--- src/rtl/rgb_mixer_multi_pkg.sv ---
// rgb_mixer_multi_pkg
//   Shared definitions for the N-channel encoder-driven PWM mixer: default parameter
//   values and the per-detent decode action type.
package rgb_mixer_multi_pkg;

    localparam int unsigned DefChannels = 3;
    localparam int unsigned DefWidth    = 8;
    localparam int unsigned DefDivLog2  = 8;
    localparam int unsigned DefHistLen  = 8;
    localparam int unsigned DefStep     = 1;
    localparam bit          DefSaturate = 1'b1;

    // Action taken on a tick after looking at the debounced quadrature pair.
    typedef enum logic [1:0] {
        DecHold,
        DecUp,
        DecDown
    } dec_e;

endpackage

--- src/rtl/rgb_mixer_multi_if.sv ---
// rgb_mixer_multi_if
//   Groups the mixer's user-facing signals.
//   enca/encb : async quadrature inputs, bit i = channel i
//   clear     : one-cycle pulse, zeroes every level
//   mute      : level-sensitive, forces all PWM outputs low
//   pwm_out   : per-channel PWM outputs
//   level     : flattened levels, channel i at [WIDTH*i +: WIDTH]
//   tick      : divider strobe
//   master drives the encoders/controls, slave is the mixer.
interface rgb_mixer_multi_if
    import rgb_mixer_multi_pkg::*;
#(
    parameter int unsigned CHANNELS = DefChannels,
    parameter int unsigned WIDTH    = DefWidth
);
    logic [CHANNELS-1:0]       enca;
    logic [CHANNELS-1:0]       encb;
    logic                      clear;
    logic                      mute;
    logic [CHANNELS-1:0]       pwm_out;
    logic [CHANNELS*WIDTH-1:0] level;
    logic                      tick;

    modport master (
        output enca, encb, clear, mute,
        input  pwm_out, level, tick
    );

    modport slave (
        input  enca, encb, clear, mute,
        output pwm_out, level, tick
    );
endinterface

--- src/rtl/rgb_mixer_multi_channel.sv ---
// rgb_mixer_multi_channel
//   One encoder/PWM channel: 2-FF synchroniser and tick-rate debounce on A/B, x1
//   quadrature decode to a WIDTH-bit level, period-aligned duty shadow and PWM compare.
//   clk12MHz/reset : system clock, synchronous active-high reset
//   tick_i         : shared one-cycle enable from the divider
//   cnt_i          : shared PWM counter
//   clear_i/mute_i : global clear pulse / output mute
//   enca_i/encb_i  : raw asynchronous encoder inputs
//   level_o        : current level
//   pwm_o          : registered PWM output
module rgb_mixer_multi_channel
    import rgb_mixer_multi_pkg::*;
#(
    parameter int unsigned WIDTH    = DefWidth,
    parameter int unsigned HIST_LEN = DefHistLen,
    parameter bit          SATURATE = DefSaturate,
    parameter int unsigned STEP     = DefStep
) (
    input  logic             clk12MHz,
    input  logic             reset,
    input  logic             tick_i,
    input  logic [WIDTH-1:0] cnt_i,
    input  logic             clear_i,
    input  logic             mute_i,
    input  logic             enca_i,
    input  logic             encb_i,
    output logic [WIDTH-1:0] level_o,
    output logic             pwm_o
);

    localparam logic [WIDTH:0] StepW = STEP[WIDTH:0];

    // Index 0 is encoder A, index 1 is encoder B throughout.
    logic [1:0]               sync1_q, sync2_q;
    logic [1:0][HIST_LEN-1:0] hist_q, hist_d;
    logic [1:0]               deb_q, deb_d;
    logic [WIDTH-1:0]         level_q, level_d;
    logic [WIDTH-1:0]         duty_q, duty_d;
    logic                     pwm_q, pwm_d;
    logic [WIDTH:0]           up_sum, dn_diff;
    dec_e                     dec;

    // One guard bit: carry out flags overflow, borrow out flags underflow.
    assign up_sum  = {1'b0, level_q} + StepW;
    assign dn_diff = {1'b0, level_q} - StepW;

    always_comb begin
        hist_d = hist_q;
        deb_d  = deb_q;
        if (tick_i) begin
            for (int k = 0; k < 2; k++) begin
                hist_d[k] = {hist_q[k][HIST_LEN-2:0], sync2_q[k]};
                if (&hist_d[k]) begin
                    deb_d[k] = 1'b1;
                end else if (!(|hist_d[k])) begin
                    deb_d[k] = 1'b0;
                end
            end
        end
    end

    // Count only on the debounced A rising edge; B as seen on that same tick gives direction.
    always_comb begin
        dec = DecHold;
        if (tick_i && deb_d[0] && !deb_q[0]) begin
            dec = deb_d[1] ? DecDown : DecUp;
        end
    end

    always_comb begin
        level_d = level_q;
        case (dec)
            DecUp:   level_d = (SATURATE && up_sum[WIDTH]) ? '1 : up_sum[WIDTH-1:0];
            DecDown: level_d = (SATURATE && dn_diff[WIDTH]) ? '0 : dn_diff[WIDTH-1:0];
            default: level_d = level_q;
        endcase
        if (clear_i) begin
            level_d = '0;
        end
    end

    // Shadow the level on the last slot so the new duty takes effect from cnt == 0.
    always_comb begin
        duty_d = duty_q;
        if (tick_i && (&cnt_i)) begin
            duty_d = level_q;
        end
        pwm_d = (cnt_i < duty_q) && !mute_i;
    end

    always_ff @(posedge clk12MHz) begin
        if (reset) begin
            sync1_q <= '0;
            sync2_q <= '0;
            hist_q  <= '0;
            deb_q   <= '0;
            level_q <= '0;
            duty_q  <= '0;
            pwm_q   <= 1'b0;
        end else begin
            sync1_q <= {encb_i, enca_i};
            sync2_q <= sync1_q;
            hist_q  <= hist_d;
            deb_q   <= deb_d;
            level_q <= level_d;
            duty_q  <= duty_d;
            pwm_q   <= pwm_d;
        end
    end

    assign level_o = level_q;
    assign pwm_o   = pwm_q;

endmodule

--- src/rtl/rgb_mixer_multi.sv ---
// rgb_mixer_multi
//   N-channel encoder-driven PWM mixer. Holds the tick divider and the shared PWM counter
//   and fans clear/mute out to one rgb_mixer_multi_channel per channel, so all PWM edges
//   are phase-aligned.
//   clk12MHz : system clock
//   reset    : synchronous, active-high
//   mix_io   : slave side of rgb_mixer_multi_if (encoders, clear, mute, pwm, level, tick)
module rgb_mixer_multi
    import rgb_mixer_multi_pkg::*;
#(
    parameter int unsigned CHANNELS = DefChannels,
    parameter int unsigned WIDTH    = DefWidth,
    parameter int unsigned DIV_LOG2 = DefDivLog2,
    parameter int unsigned HIST_LEN = DefHistLen,
    parameter bit          SATURATE = DefSaturate,
    parameter int unsigned STEP     = DefStep
) (
    input logic                clk12MHz,
    input logic                reset,
    rgb_mixer_multi_if.slave   mix_io
);

    logic [DIV_LOG2-1:0] div_q, div_d;
    logic [WIDTH-1:0]    cnt_q, cnt_d;
    logic                tick;
    logic [WIDTH-1:0]    ch_level [CHANNELS];
    logic                ch_pwm   [CHANNELS];

    // Tick is a clock enable, never a clock: high for the single cycle at all-ones.
    assign tick = &div_q;

    always_comb begin
        div_d = div_q + 1'b1;
        cnt_d = cnt_q;
        if (tick) begin
            cnt_d = cnt_q + 1'b1;
        end
    end

    always_ff @(posedge clk12MHz) begin
        if (reset) begin
            div_q <= '0;
            cnt_q <= '0;
        end else begin
            div_q <= div_d;
            cnt_q <= cnt_d;
        end
    end

    for (genvar i = 0; i < CHANNELS; i++) begin : g_ch
        rgb_mixer_multi_channel #(
            .WIDTH    (WIDTH),
            .HIST_LEN (HIST_LEN),
            .SATURATE (SATURATE),
            .STEP     (STEP)
        ) u_ch (
            .clk12MHz (clk12MHz),
            .reset    (reset),
            .tick_i   (tick),
            .cnt_i    (cnt_q),
            .clear_i  (mix_io.clear),
            .mute_i   (mix_io.mute),
            .enca_i   (mix_io.enca[i]),
            .encb_i   (mix_io.encb[i]),
            .level_o  (ch_level[i]),
            .pwm_o    (ch_pwm[i])
        );
    end

    always_comb begin
        mix_io.level   = '0;
        mix_io.pwm_out = '0;
        for (int i = 0; i < CHANNELS; i++) begin
            mix_io.level[WIDTH*i +: WIDTH] = ch_level[i];
            mix_io.pwm_out[i]              = ch_pwm[i];
        end
    end

    assign mix_io.tick = tick;

endmodule

--- src/flat_wrapper.sv ---
// flat-port wrapper written by rule: the top's interface ports become plain ports
module rgb_mixer_multi_flat import rgb_mixer_multi_pkg::*;
#(
    parameter int unsigned CHANNELS = DefChannels,
    parameter int unsigned WIDTH    = DefWidth,
    parameter int unsigned DIV_LOG2 = DefDivLog2,
    parameter int unsigned HIST_LEN = DefHistLen,
    parameter bit          SATURATE = DefSaturate,
    parameter int unsigned STEP     = DefStep
)
  (clk12MHz, reset, mix_io_enca, mix_io_encb, mix_io_clear, mix_io_mute, mix_io_pwm_out, mix_io_level, mix_io_tick);
  rgb_mixer_multi_if #(.CHANNELS(CHANNELS), .WIDTH(WIDTH)) mix_io_i ();
  input logic clk12MHz;
  input logic reset;
  input wire logic [$bits(mix_io_i.enca)-1:0] mix_io_enca;
  input wire logic [$bits(mix_io_i.encb)-1:0] mix_io_encb;
  input wire logic [$bits(mix_io_i.clear)-1:0] mix_io_clear;
  input wire logic [$bits(mix_io_i.mute)-1:0] mix_io_mute;
  output wire logic [$bits(mix_io_i.pwm_out)-1:0] mix_io_pwm_out;
  output wire logic [$bits(mix_io_i.level)-1:0] mix_io_level;
  output wire logic [$bits(mix_io_i.tick)-1:0] mix_io_tick;
  assign mix_io_i.enca = mix_io_enca;
  assign mix_io_i.encb = mix_io_encb;
  assign mix_io_i.clear = mix_io_clear;
  assign mix_io_i.mute = mix_io_mute;
  assign mix_io_pwm_out = mix_io_i.pwm_out;
  assign mix_io_level = mix_io_i.level;
  assign mix_io_tick = mix_io_i.tick;
  rgb_mixer_multi #(.CHANNELS(CHANNELS), .WIDTH(WIDTH), .DIV_LOG2(DIV_LOG2), .HIST_LEN(HIST_LEN), .SATURATE(SATURATE), .STEP(STEP)) u_core (.clk12MHz(clk12MHz), .reset(reset), .mix_io(mix_io_i));
endmodule
--- config.mk ---
export PLATFORM = sky130hd
export DESIGN_NAME = rgb_mixer_multi_flat
export DESIGN_NICKNAME = d
export VERILOG_FILES = /design/src/rtl/rgb_mixer_multi_pkg.sv /design/src/rtl/rgb_mixer_multi_if.sv /design/src/rtl/rgb_mixer_multi_channel.sv /design/src/rtl/rgb_mixer_multi.sv /design/src/flat_wrapper.sv
export SDC_FILE = /design/constraint.sdc
export NUM_CORES = 1
export LEC_CHECK = 0
export CORE_ASPECT_RATIO = 1.5
export CORE_MARGIN = 2
export CORE_UTILIZATION = 60
export CTS_CLUSTER_DIAMETER = 80
export DETAILED_ROUTE_END_ITERATION = 12
export PLACE_DENSITY_LB_ADDON = 0.1
export SYNTH_ARGS = -nofsm -noshare
export SYNTH_HDL_FRONTEND = slang
export SYNTH_SLANG_ARGS = --single-unit
export TNS_END_PERCENT = 100
--- constraint.sdc ---
create_clock -name clk12MHz -period 4.26 [get_ports clk12MHz]
set_input_delay 0.426 -clock clk12MHz [delete_from_list [all_inputs] [get_ports clk12MHz]]
set_output_delay 0.426 -clock clk12MHz [all_outputs]
set_load 0.01 [all_outputs]
After elaboration in Yosys (flattened, before gate mapping)
Index checks and enable logic that the tools add are counted.
Word-level totals
  word-level logic and storage cells: 105
  bits in registers: 127
  output and inout port bits: 28
Operators by class
  add/subtract/negate cells: 8
  mux-type cells: 30
  equality and inequality tests: 6
  reductions and logical operators: 32
  $lt $le $gt $ge: 3
Operators with widths (count)
  8-bit AND reduction: 8
  8-bit 2-to-1 mux: 6
  8-bit one-hot mux with 2 select lines: 3
  8-bit OR reduction: 6
  8-bit by 1-bit adder with 9-bit output (second input constant): 3
  8-bit by 1-bit subtractor with 9-bit output (second input constant): 3
  8-bit less-than comparator: 3
  2-bit 2-to-1 mux: 9
  8-bit by 1-bit adder with 8-bit output (second input constant): 2
  1-bit 2-to-1 mux: 12
  1-bit logical AND: 10
  2-bit by 1-bit == test with 1-bit output (second input constant): 3
  2-bit == test (second input constant): 3
  2-bit nonzero test: 3
  1-bit logical NOT: 4
  2-bit OR reduction: 1

Depth between registers and ports, before layout
Gate-level depths: netlist (run 1).
  word-level depth: 9
  depth in mapped cells: 8

Modules after synthesis
Synthesis (run 1) repeated with hierarchy kept, for this count alone.
Unflattened totals
  cell total of the unflattened synthesis: 781
  area total of the unflattened synthesis: 6756.5 µm²
By module, submodules not included
  rgb_mixer_multi_channel at u_core.g_ch[1].u_ch ...: times used 2, area an instance 2008.2 µm², cells an instance 234
  rgb_mixer_multi_channel at u_core.g_ch[0].u_ch: times used 1, area an instance 2010.7 µm², cells an instance 231
  rgb_mixer_multi: times used 1, area an instance 729.4 µm², cells an instance 82

Least setup slack after synthesis (run 1)
No wires, ideal clock.
  kind: register to register
  start: register u_core.div_q[0]
  end: register u_core.g_ch[2].u_ch.level_q[2]
  cell stages (with the launch flop): 9
  period minus slack after synthesis: 1.873 ns
  path slack: 2.387 ns
  arrival time: 1.756 ns
  buffers on the path: 1
  cell sequence: dfxtp_1 > ha_1 > and4_4 > nand2_4 > or3_4 > nor2_4 > buf_6 > o211ai_1 > o211a_1
On the way
  word-level cells in the longest chain between the ends: 7
  elaborated cells between the ends (all ways): 10
  those cells by class: 2 x eq/ne; 4 x mux; 4 x reduce/logical
Ends and longest elaborated chain
  from (decl): line rgb_mixer_multi.sv:23  | logic [DIV_LOG2-1:0] div_q, div_d;
  from (signal assigned): line rgb_mixer_multi.sv:45  | div_q <= div_d;
  8-bit AND reduction (*): line rgb_mixer_multi.sv:30  | assign tick = &div_q;
  2-bit 2-to-1 mux: line rgb_mixer_multi_channel.sv:50  | if (tick_i) begin
  1-bit logical AND (2 in series): line rgb_mixer_multi_channel.sv:65  | if (tick_i && deb_d[0] && !deb_q[0]) begin
  2-bit 2-to-1 mux (*): line rgb_mixer_multi_channel.sv:65
  2-bit == test or 2-bit by 1-bit == test with 1-bit output (tied branches): line rgb_mixer_multi_channel.sv:72  | case (dec)
  8-bit one-hot mux with 2 select lines or 2-bit nonzero test (tied branches)
  to (signal assigned): line rgb_mixer_multi_channel.sv:105  | level_q <= level_d;
  to (decl): line rgb_mixer_multi_channel.sv:37  | logic [WIDTH-1:0] level_q, level_d;
Every way passes the cells marked *; elsewhere a longest branch is shown, timed or not.
A chain may end at the register's enable or synchronous reset.

Worst setup path in the final report (run 1)
  start: register u_core.div_q[1]
  end: register u_core.g_ch[1].u_ch.duty_q[4]
On the way
  word-level cells in the longest chain between the ends: 2
Ends and longest elaborated chain
  8-bit AND reduction: line rgb_mixer_multi.sv:30
  1-bit logical AND: line rgb_mixer_multi_channel.sv:85  | if (tick_i && (&cnt_i)) begin
  to (signal assigned): line rgb_mixer_multi_channel.sv:106  | duty_q <= duty_d;
  to (decl): line rgb_mixer_multi_channel.sv:38  | logic [WIDTH-1:0] duty_q, duty_d;
No other way between the ends.

==> key figures, run 1 <==
Run status
  • Status: finished clean

Clock tree
  • Clk_lat worst skew: 420 ps
  • Num CTS Buffers: 17
  • Clk slew on worst S/H paths: 60 ps
  • Setup bufs post-CTS: 0
  • Max clock buf depth: 2
  • H-tree level count: 4
  • # clock sinks: 127
  • Clk Tree Root Cell: clkbuf_16
  • CTS resizes: 0
  • CTS tree: built
  • Hold Buf Count CTS: 0

Yosys
  • Average cell area after synthesis: 7.819 µm²
  • Post-Synth XOR/XNOR Area: 2.886%
  • Post-synthesis cell area: 6372 µm²
  • Mux cell area share after synthesis: 1.787%
  • Yosys warns: 0
  • Simple-Gate Fraction of Synth Area: 27.21%
  • Share of Yosys cell area claimed by the top area cell type: 39.90%
  • Syn Inst Count: 815
  • Most frequent cells after synthesis: nand2_1 (188), dfxtp_1 (127), a21oi_1 (93), nor2_1 (41), clkbuf_1 (34)
  • Ys flop type: dfxtp_1
  • Ys async rst share: 0%
  • Adder-cell area share of the yosys netlist: 5.694%
  • Number of synthesized flops with an enable pin: 0
  • Synth top area cells: dfxtp_1 (40%), nand2_1 (11%), a21oi_1 (7.3%)
  • Top-count cell post-synth: nand2_1
  • Synth Net Count: 854
  • #FFs+latches synth: 127
  • Register area share after synthesis: 39.90%
  • Largest family of logic cells by synthesized area: simple AND/OR/NAND/NOR gates
  • Synth Area in Compound Gates: 16.22%
  • Unique masters post-synth: 56
  • Biggest area consumer among synthesized cells: dfxtp_1

Pwr
  • Pwr Density: 358.1 nW/µm²
  • Pleak: 0.002530 µW
  • Overall Power: 2579 µW
  • Worst VDD drop: 0.0003235 V

STA
  • Setup TNS: 0 ps
  • Worst-margin pin slew: 1020 ps
  • Final critical-path share of the clock period: 67.26%
  • Achievable Freq: 0.3490 GHz
  • Clk_skew: 9.113 ps
  • Finish-stage setup viols: 0
  • RSZ-0062 raised after global routing: no
  • Final period demand of the worst path: 2865 ps
  • Worst relative slew slack: 31.77%
  • Slew Viols, Final: 0
  • Final hold violation count: 0

GRT
  • GRT busiest layer: met2
  • Vias in the first global route: 5142
  • Met3 usage: 4.807%
  • Largest net degree at the start of global routing: 101
  • GRT met2 Usage: 45.05%
  • Met1 GRT Util: 28.68%
  • Initial antenna violation count: 0
  • Total grt overflow: 0
  • First-pass GRT wire length: 22980 µm
  • Total GRT Usage: 25.11%

Die
  • Die W: 88.15 µm
  • CORE AREA: 10480 µm²
  • Die area: 11480 µm²
  • Die height: 130.2 µm
  • IO Count: 38
  • Initial core utilization: 60.83%
  • Rows: 46

Layout
  • Synth-to-Final Area Change: 13.02%
  • Nets: 854
  • Final Util: 68.75%
  • Antenna diodes: 0
  • Layout cells sized above 1: 7.126%

Detailed routing
  • Via Count: 5579
  • 1st-pass router iterations: 5
  • Initial DRC Count: 223
  • Drc violations: 0
  • WL/cell: 14.15 µm
  • Routed vias/inst: 5.740
  • Post-route ant nets: 0
  • DRT Wirelength: 13760 µm

Setup path
  • Worst R2R Start: u_core.div_q[1]
  • Arrival time worst endpoint: 3120 ps
  • Crit end category: register
  • Crit Path Class: register to register
  • CP max FO: 24
  • Cells on worst reg2reg path: 6
  • R2R Path End: u_core.g_ch[1].u_ch.duty_q[4]
  • Reg2reg setup slack: 1390 ps
  • Setup crit start kind: register
  • Critical path required time: 4520 ps

Min path
  • Min-Delay Endpoint: u_core.g_ch[0].u_ch.pwm_o
  • Worst Hold Depth: 3
  • Hold crit path type: input pin to register
  • HP Start: reset

Placed design
  • Buffers on Ports: 37
  • DP Wirelength: 9270 µm
  • Routability Congestion: 0.8474

Run
  • Max cap viols: 0
==> how the worst max path moves through the flow <==
stage / slack, ps / cells after the start / startpoint / end
floorplan: 2390 / 8 / u_core.div_q[0] / u_core.g_ch[2].u_ch.level_o[2]
global placement: 1500 / 6 / u_core.div_q[0] / u_core.g_ch[2].u_ch.duty_q[3]
detailed placement: 1420 / 6 / u_core.div_q[0] / u_core.g_ch[0].u_ch.duty_q[2]
CTS: 1380 / 6 / u_core.div_q[0] / u_core.g_ch[1].u_ch.duty_q[4]
global route: 1080 / 6 / u_core.div_q[1] / u_core.g_ch[0].u_ch.duty_q[4]
finish: 1390 / 6 / u_core.div_q[1] / u_core.g_ch[1].u_ch.duty_q[4]
==> logic make-up after synthesis <==
kind of cell,after synthesis
buffers and inverters,89
adder cells (fa/ha/maj),29
flip-flops,127
multiplexers,11
AND/OR/NAND/NOR,360
AO/OA/AOI/OAI,178
XOR/XNOR,21
==> sequential cells by signal, summed over array words and instances (netlist names) <==
signal / flops
u_core.cnt_q: 8
u_core.div_q: 8
u_core.g_ch.u_ch.deb_q: 6
u_core.g_ch.u_ch.duty_q: 24
u_core.g_ch.u_ch.hist_q: 42
u_core.g_ch.u_ch.level_o: 24
u_core.g_ch.u_ch.pwm_o: 3
u_core.g_ch.u_ch.sync1_q: 6
u_core.g_ch.u_ch.sync2_q: 6
==> worst max-delay path: stages (launching register included) <==
cell and delay [ps]:
dfxtp_1 370, ha_1 280, nand4_1 250, nor2_2 490
nand4_1 910, nand2_1 320, a21oi_1 90
==> where the power goes <==
group          internal [µW]  switching, µW
sequential              1200           5.04
combinational           16.5           25.9
clock                    758            578
total                   1970            609
==> area by class of cell <==
| cell class | count | area (µm²) |
|---|---|---|
| clock buffers | 17 | 425.4 |
| clock inverters | 15 | 125.1 |
| fillers | 878 | 3273 |
| inverters | 30 | 112.6 |
| multi-input cells | 599 | 3428 |
| flip-flops and latches | 127 | 2542 |
| well taps | 144 | 180.2 |
| repair buffers | 40 | 387.9 |
==> per-stage QoR <==
stage | setup slack [ps] | instance area, µm² | hold WS (ps) | instances
6_report | 1395 | 7202 | 405.3 | 972
5_1_grt | 1079 | 7202 | 426.6 | 972
4_1_cts | 1385 | 7202 | 387.5 | 972
3_5_place_dp | 1420 | 6651 | 424.6 | 940
3_3_place_gp | 1497 | 6651 | 423.9 | 940
2_1_floorplan | 2387 | 6372 | 413.8 | 815
==> cell usage in the layout (no fill, tap or decap), drive strengths merged, types with 4 or more instances in the layout <==
master and n:
nand2 190, dfxtp 127, a21oi 96, nor2 44
inv 38, clkdlybuf4s50 36, o21ai 31, ha 29
nand3 23, nand4 23, nor4 21, clkbuf 17
nor2b 16, xnor2 11, nor3 10, o22ai 10
xor2 10, mux2i 8, or3 8, and3 7
o21a 7, nand2b 5, o31ai 5, o211ai 5
a31oi 4, a31o 4, a21o 4, clkinvlp 4
and4 4, buf 4
==> layer usage <==
metal,routed length (µm),up-vias
met3,487,24
met2,7220,121
li1,-,2821
met4,286,0
met1,5762,2613
met5,0,-
Note: power is estimated with default switching activity, not from simulation.
==> inputs of run 2 (changes only) <==
--- a/config.mk
+++ b/config.mk
@@ -7,7 +7,7 @@
 export LEC_CHECK = 0
 export CORE_ASPECT_RATIO = 1.5
 export CORE_MARGIN = 2
-export CORE_UTILIZATION = 60
+export CORE_UTILIZATION = 54
 export CTS_CLUSTER_DIAMETER = 80
 export DETAILED_ROUTE_END_ITERATION = 12
 export PLACE_DENSITY_LB_ADDON = 0.1
==> constraint.sdc (replaced) <==
create_clock -name clk12MHz -period 2.4 [get_ports clk12MHz]
set_input_delay 0.24 -clock clk12MHz [delete_from_list [all_inputs] [get_ports clk12MHz]]
set_output_delay 0.24 -clock clk12MHz [all_outputs]
set_load 0.01 [all_outputs]
==> run 2 against run 1 <==
- routed wire length is 7.6% higher
- die area is 11% higher
- power up 84%
- combinational power rose by 84%
- critical path type unchanged
- largest power group unchanged
- highest routed layer unchanged
==> key figures, run 2 (synthesis results as in run 1) <==
STA
  • Achievable Freq: 0.4448 GHz (was 0.3490 GHz)
  • Slew Viols, Final: 0 (unchanged)
  • Final critical-path share of the clock period: 93.66% (was 67.26%)
  • Finish-stage setup viols: 0 (unchanged)
  • Final period demand of the worst path: 2248 ps (was 2865 ps)
  • RSZ-0062 raised after global routing: no (unchanged)
  • Final hold violation count: 0 (unchanged)
  • Worst setup margin: 152.0 ps (was 1395 ps)
  • Clk_skew: 8.891 ps (was 9.113 ps)
  • Worst relative slew slack: 50.14% (was 31.77%)
  • Setup TNS: 0 ps (unchanged)
  • Worst-margin pin slew: 747.9 ps (was 1020 ps)

Detailed routing
  • Initial DRC Count: 392 (was 223)
  • Post-route ant nets: 0 (unchanged)
  • 1st-pass router iterations: 5 (unchanged)
  • Drc violations: 0 (unchanged)
  • DRT Wirelength: 14810 µm (was 13760 µm)
  • Via Count: 5691 (was 5579)
  • WL/cell: 14.93 µm (was 14.15 µm)
  • Routed vias/inst: 5.737 (was 5.740)

Clock tree
  • Setup bufs post-CTS: 0 (unchanged)
  • CTS resizes: 0 (unchanged)
  • Clk slew on worst S/H paths: 60 ps (about the same)
  • # clock sinks: 127 (unchanged)
  • Hold Buf Count CTS: 0 (unchanged)
  • Max clock buf depth: 2 (unchanged)
  • Clk_lat worst skew: 410 ps (was 420 ps)
  • CTS tree: built (unchanged)
  • H-tree level count: 4 (unchanged)
  • Num CTS Buffers: 17 (unchanged)
  • Clk Tree Root Cell: clkbuf_16 (unchanged)

Pwr
  • Pleak: 0.002633 µW (was 0.002530 µW)
  • Combinational share of power: 1.6% (about the same)
  • Pwr Density: 642.8 nW/µm² (was 358.1 nW/µm²)
  • Int Power: 3736 µW (was 1970 µW)
  • Net Sw Power: 1006 µW (was 608.6 µW)
  • Sequential share of power: 44.9% (was 46.6%)
  • Clock Power Share: 53.4% (was 51.8%)
  • Worst VDD drop: 0.0005600 V (was 0.0003235 V)
  • Switching Share: 21.21% (was 23.60%)

Layout
  • Most frequent cells in the layout: nand2_1 (188), dfxtp_1 (127), a21oi_1 (93) (unchanged)
  • Synth-to-Final Area Change: 15.77% (was 13.02%)
  • Reg with most FFs: u_core.g_ch.u_ch.hist_q (unchanged)
  • Max reg flops: 42 (unchanged)
  • Commonest non-fill, non-tap cell in the layout: nand2_1 (unchanged)
  • Nets: 868 (was 854)
  • Layout cells sized above 1: 8.789% (was 7.126%)
  • Fillers: 1000 (was 878)
  • Reg area: 2542 µm² (unchanged)
  • Multi-input gate area in the final layout: 3450 µm² (was 3428 µm²)
  • Final Util: 63.98% (was 68.75%)
  • Antenna diodes: 0 (unchanged)

Die
  • IO Count: 38 (unchanged)
  • Die area: 12700 µm² (was 11480 µm²)
  • Initial core utilization: 55.26% (was 60.83%)
  • Rows: 48 (was 46)
  • Die W: 92.70 µm (was 88.15 µm)
  • Die height: 137.0 µm (was 130.2 µm)
  • CORE AREA: 11530 µm² (was 10480 µm²)

Setup path
  • CP startpoint: u_core.div_q[0] (was u_core.div_q[1])
  • Critical path required time: 2720 ps (was 4520 ps)
  • Slowest stage delay, CP: 440 ps (was 910 ps)
  • Setup crit start kind: register (unchanged)
  • Largest delay contributor family on the critical path: simple AND/OR/NAND/NOR gates (unchanged)
  • Buf+Inv Stages, Crit Path: 0 (unchanged)
  • Crit Path Class: register to register (unchanged)
  • Arrival time worst endpoint: 2560 ps (was 3120 ps)
  • Crit path max-delay cell type: or3_4 (was nand4_1)
  • CP max FO: 13 (was 24)
  • Cell chain of the critical path: ha_1 -> and4_4 -> nand2_4 -> or3_4 -> nor2_4 -> a21oi_1 -> a311oi_1 (was ha_1 -> nand4_1 -> nor2_2 -> nand4_1 -> nand2_1 -> a21oi_1)
  • Crit end category: register (unchanged)
  • Worst R2R Start: u_core.div_q[0] (was u_core.div_q[1])

Min path
  • Hold crit path type: input pin to register (unchanged)
  • HP Start: reset (unchanged)

Run
  • Max cap viols: 0 (unchanged)

Placed design
  • Routability Congestion: 0.9237 (was 0.8474)
  • Pre-CTS WS: 39.84 ps (was 1420 ps)
  • DP Wirelength: 10190 µm (was 9270 µm)
  • Buffers on Ports: 37 (unchanged)

GRT
  • Largest net degree at the start of global routing: 50 (was 101)
  • Total grt overflow: 0 (unchanged)
  • Total GRT Usage: 24.15% (was 25.11%)
  • Vias in the first global route: 5328 (was 5142)
  • Initial antenna violation count: 0 (unchanged)
  • First-pass GRT wire length: 24640 µm (was 22980 µm)

Run status
  • Status: finished clean (unchanged)
[run 2: path summary, 6_finish.rpt]
kind	endpoint	slack, ps	cells after the start
worst min-delay path	u_core.g_ch[0].u_ch.duty_q[4]	140	2
worst max-delay path	u_core.g_ch[0].u_ch.level_o[6]	150	7
worst min register to register	u_core.g_ch[2].u_ch.sync2_q[1]	440	1
worst max register to register	u_core.g_ch[0].u_ch.level_o[6]	150	7
[run 2: power by group through the flow]
stage          combinational [µW]  clock [µW]  sequential [µW]
2_1_floorplan                49.7           0             2170
3_3_place_gp                 76.2           0             2180
3_5_place_dp                 78.4           0             2180
4_1_cts                      78.6        2570             2130
5_1_grt                      85.7        2670             2130
6_report                     77.9        2530             2130
[run 2: area by class of cell]
| class | instances | area share [%] |
|---|---|---|
| clock buffer | 19 | 6.140 |
| sequential | 127 | 34.46 |
| timing repair buffer | 54 | 6.682 |
| multi-input combinational | 599 | 46.76 |
| tap | 150 | 2.544 |
| inverter | 30 | 1.526 |
| clock inverter | 13 | 1.883 |
[run 2: through the flow]
stage / std cells / hold WS, ps / power, µW / instance area, µm²
2_1_floorplan: 815 / 368.2 / 2224 / 6372
3_3_place_gp: 960 / 418.6 / 2252 / 6764
3_5_place_dp: 960 / 423.4 / 2255 / 6764
4_1_cts: 992 / 119.7 / 4779 / 7356
5_1_grt: 992 / 151.6 / 4883 / 7377
6_report: 992 / 137.3 / 4742 / 7377
[run 2: per-layer routing]
layer,routed length (µm),GRT usage (%),vias to the layer above
met4,333,10.54,0
met2,7884,44.77,159
met5,0,0,-
li1,-,-,2845
met3,623,4.075,26
met1,5966,26.95,2661
==> RTL edit: new RTL, settings of run 2 <==
Change the package constant `DefWidth` from 8 to 6.
--- a/src/rtl/rgb_mixer_multi_pkg.sv
+++ b/src/rtl/rgb_mixer_multi_pkg.sv
@@ -4,7 +4,7 @@
 package rgb_mixer_multi_pkg;
 
     localparam int unsigned DefChannels = 3;
-    localparam int unsigned DefWidth    = 8;
+    localparam int unsigned DefWidth    = 6;
     localparam int unsigned DefDivLog2  = 8;
     localparam int unsigned DefHistLen  = 8;
     localparam int unsigned DefStep     = 1;
Interface: changed (resized mix_io_level); port bits go from 38 to 32. The function was not compared with the original's and may differ.
==> RTL edit against run 2 <==
First-iteration DRC count down 13%. Largest power group unchanged. Total power down 9.8%. Highest routed layer unchanged. Sequential cell count down 14. Largest cell class unchanged. Synthesized area fell by 16%. Worst setup slack got worse by 69 ps. Wire length shrank 18%. Sequential share of layout area rose by 1.3 points. Final cell count fell by 18%. Die area down 16%. Cell area down 14%.
==> RTL edit: results (changes against run 2) <==
* Ys Warns at 0 (unchanged)
* Clk buf depth at 2 (unchanged)
* Layout Skew at 14.0 ps (was 8.89 ps)
* First-pass GRT wire length at 20,600 um (was 24,600 um)
* DR WL met3 at 338 um (was 623 um)
* Global Route Usage Sum at 23.6% (was 24.2%)
* Clock Pin Slew Worst Setup and Hold Paths at 50 ps
* Finished Layout Cells at 812 (was 992)
* Vias in the first global route at 4,474 (was 5,328)
* Clk Latency, worst-skew pair at 400 ps
* Layout cell share with drive strength beyond 1 at 9.90% (was 8.79%)
* Largest register FFs at 42 (unchanged)
* Antenna violations before repair at 0 (unchanged)
* Post-synthesis cell count at 662 (was 815)
* Leakage at 2.40 nW (was 2.63 nW)
* HP Class: in -> reg (unchanged)
* Worst-path fanout max at 7 (was 13)
* Total CTS buffers at 17 (unchanged)
* CTS H-tree lvls at 4 (unchanged)
* Root Buffer: clkbuf_16 (unchanged)
* Sequential area share after synthesis at 42.5% (was 39.9%)
* Synth area leaders: dfxtp_1, nand2_1, a21oi_1, ha_1, mux2i_1 (was dfxtp_1, nand2_1, a21oi_1, ha_1, nor2_1)
* Largest Register: u_core.g_ch.u_ch.hist_q (unchanged)
* Largest net degree at the start of global routing at 96 (was 50)
* Post-synth top flop: dfxtp_1 (unchanged)
* M1 WL at 5190 um (was 5970 um)
* Post-synth ARST share at 0% (unchanged)
* Met2 wire length at 6400 um (was 7880 um)
* Syn Nets at 695 (was 854)
* Slew margin rel. at 67.2% (was 50.1%)
* Most instantiated cells after synthesis: nand2_1, dfxtp_1, a21oi_1 (unchanged)
* First-pass DRT Iterations at 4 (was 5)
* Final RePlAce weighted congestion at 0.857 (was 0.924)
* I/O Buffers at 31 (was 37)
* Nets at 720 (was 868)
* Post-Place Cells at 783 (was 960)
* Hpwl dp at 8160 um (was 10,200 um)
* Outcome: finished, final reports clean (unchanged)
* Critical path arrival at 2630 ps (was 2560 ps)
* Post-CTS Setup Inserts at 0 (unchanged)
* Worst IR Drop VDD at 0.574 mV (was 0.560 mV)
* Synth cell types at 59 (was 56)
* Aggregate routed wire length at 12,100 um (was 14,800 um)
* Pre-CTS WS at -5.06 ps (was 39.8 ps)
* DRT iter0 DRCs at 341 (was 392)
* Fillcell total at 791 (was 1,000)
* Post-Place Cell Area at 0.00574 sq mm (was 0.00676 sq mm)
* Top routing layer in use: met4 (unchanged)
* Global route total overflow at 0 (unchanged)
* Vias at 4,604 (was 5,691)
* Antenna Cells at 0 (unchanged)
[RTL edit: cell count changes after synthesis, sizes merged, moves of 11 or more]
cell	change
nand2	-41
a21oi	-24
o21ai	-18
buf	-14
dfxtp	-14
nand3	-12
nor4	-11
[RTL edit: cell type report]
class                      instances  share of cell area, %
inverter                          28                   1.72
multi-input combinational        479                   44.4
sequential                       113                   35.7
clock buffer                      24                   7.76
tap                              115                   2.27
clock inverter                     5                  0.869
timing repair buffer              48                   7.23
[RTL edit: report_power, final]
group | internal, mW | total [mW] | switching, mW
registers | 1.89 | 1.90 | 0.00718
logic | 0.0304 | 0.0717 | 0.0412
clock network | 1.51 | 2.31 | 0.798
[RTL edit: critical path, cell delays in order, from the launching register on]
cell and delay (ps):
dfxtp_1 340, ha_2 220, nand3_2 150, or4_2 780, a2111oi_4 370, a221oi_1 140
nor3b_1 220
[RTL edit: path summary, 6_finish.rpt]
kind / startpoint / end / slack (ps) / cells past startpoint
setup / recovery: u_core.div_q[0]$_SDFF_PP0_ / u_core.g_ch[0].u_ch.level_o[4]$_SDFFE_PP0P_ / 80 / 6
hold / removal: reset / u_core.g_ch[2].u_ch.level_o[4]$_SDFFE_PP0P_ / 290 / 3
setup reg to reg: u_core.div_q[0]$_SDFF_PP0_ / u_core.g_ch[0].u_ch.level_o[4]$_SDFFE_PP0P_ / 80 / 6
hold reg to reg: u_core.g_ch[2].u_ch.sync1_q[0]$_SDFF_PP0_ / u_core.g_ch[2].u_ch.sync2_q[0]$_SDFF_PP0_ / 430 / 1
[RTL edit: cell families (layout without fill, tap and decap cells)]
| kind of cell | after synthesis | after routing | share of synthesized area, % |
|---|---|---|---|
| AOI/OAI and AO/OA | 123 | 123 | 13.5 |
| buffers and inverters | 70 | 105 | 5.34 |
| DFF | 113 | 113 | 42.5 |
| and+or+nand+nor | 296 | 296 | 26.7 |
| adders and majority gates | 23 | 23 | 5.41 |
| xor gates and xnor gates | 21 | 21 | 3.46 |
| muxes | 16 | 16 | 3.06 |
[RTL edit: per-stage QoR]
stage	setup TNS, ps	hold slack [ps]	util (%)
6_report	0	291	65.7
5_1_grt	-20.5	306	65.7
4_1_cts	0	289	65.3
3_5_place_dp	-5.06	429	59.6
3_3_place_gp	0	415	59.6
2_1_floorplan	0	368	-
[RTL edit: timing repair]
item,in CTS,in global routing
hold endpoints to repair,0,0
resized for setup,2,10
setup endpoints to repair,2,4
[RTL edit: per-layer routing]
layer	global-route usage [%]	vias up
li1	-	2319
met1	27.5	2202
met2	42.2	73
met3	4.62	10
met4	8.68	0
met5	0	-
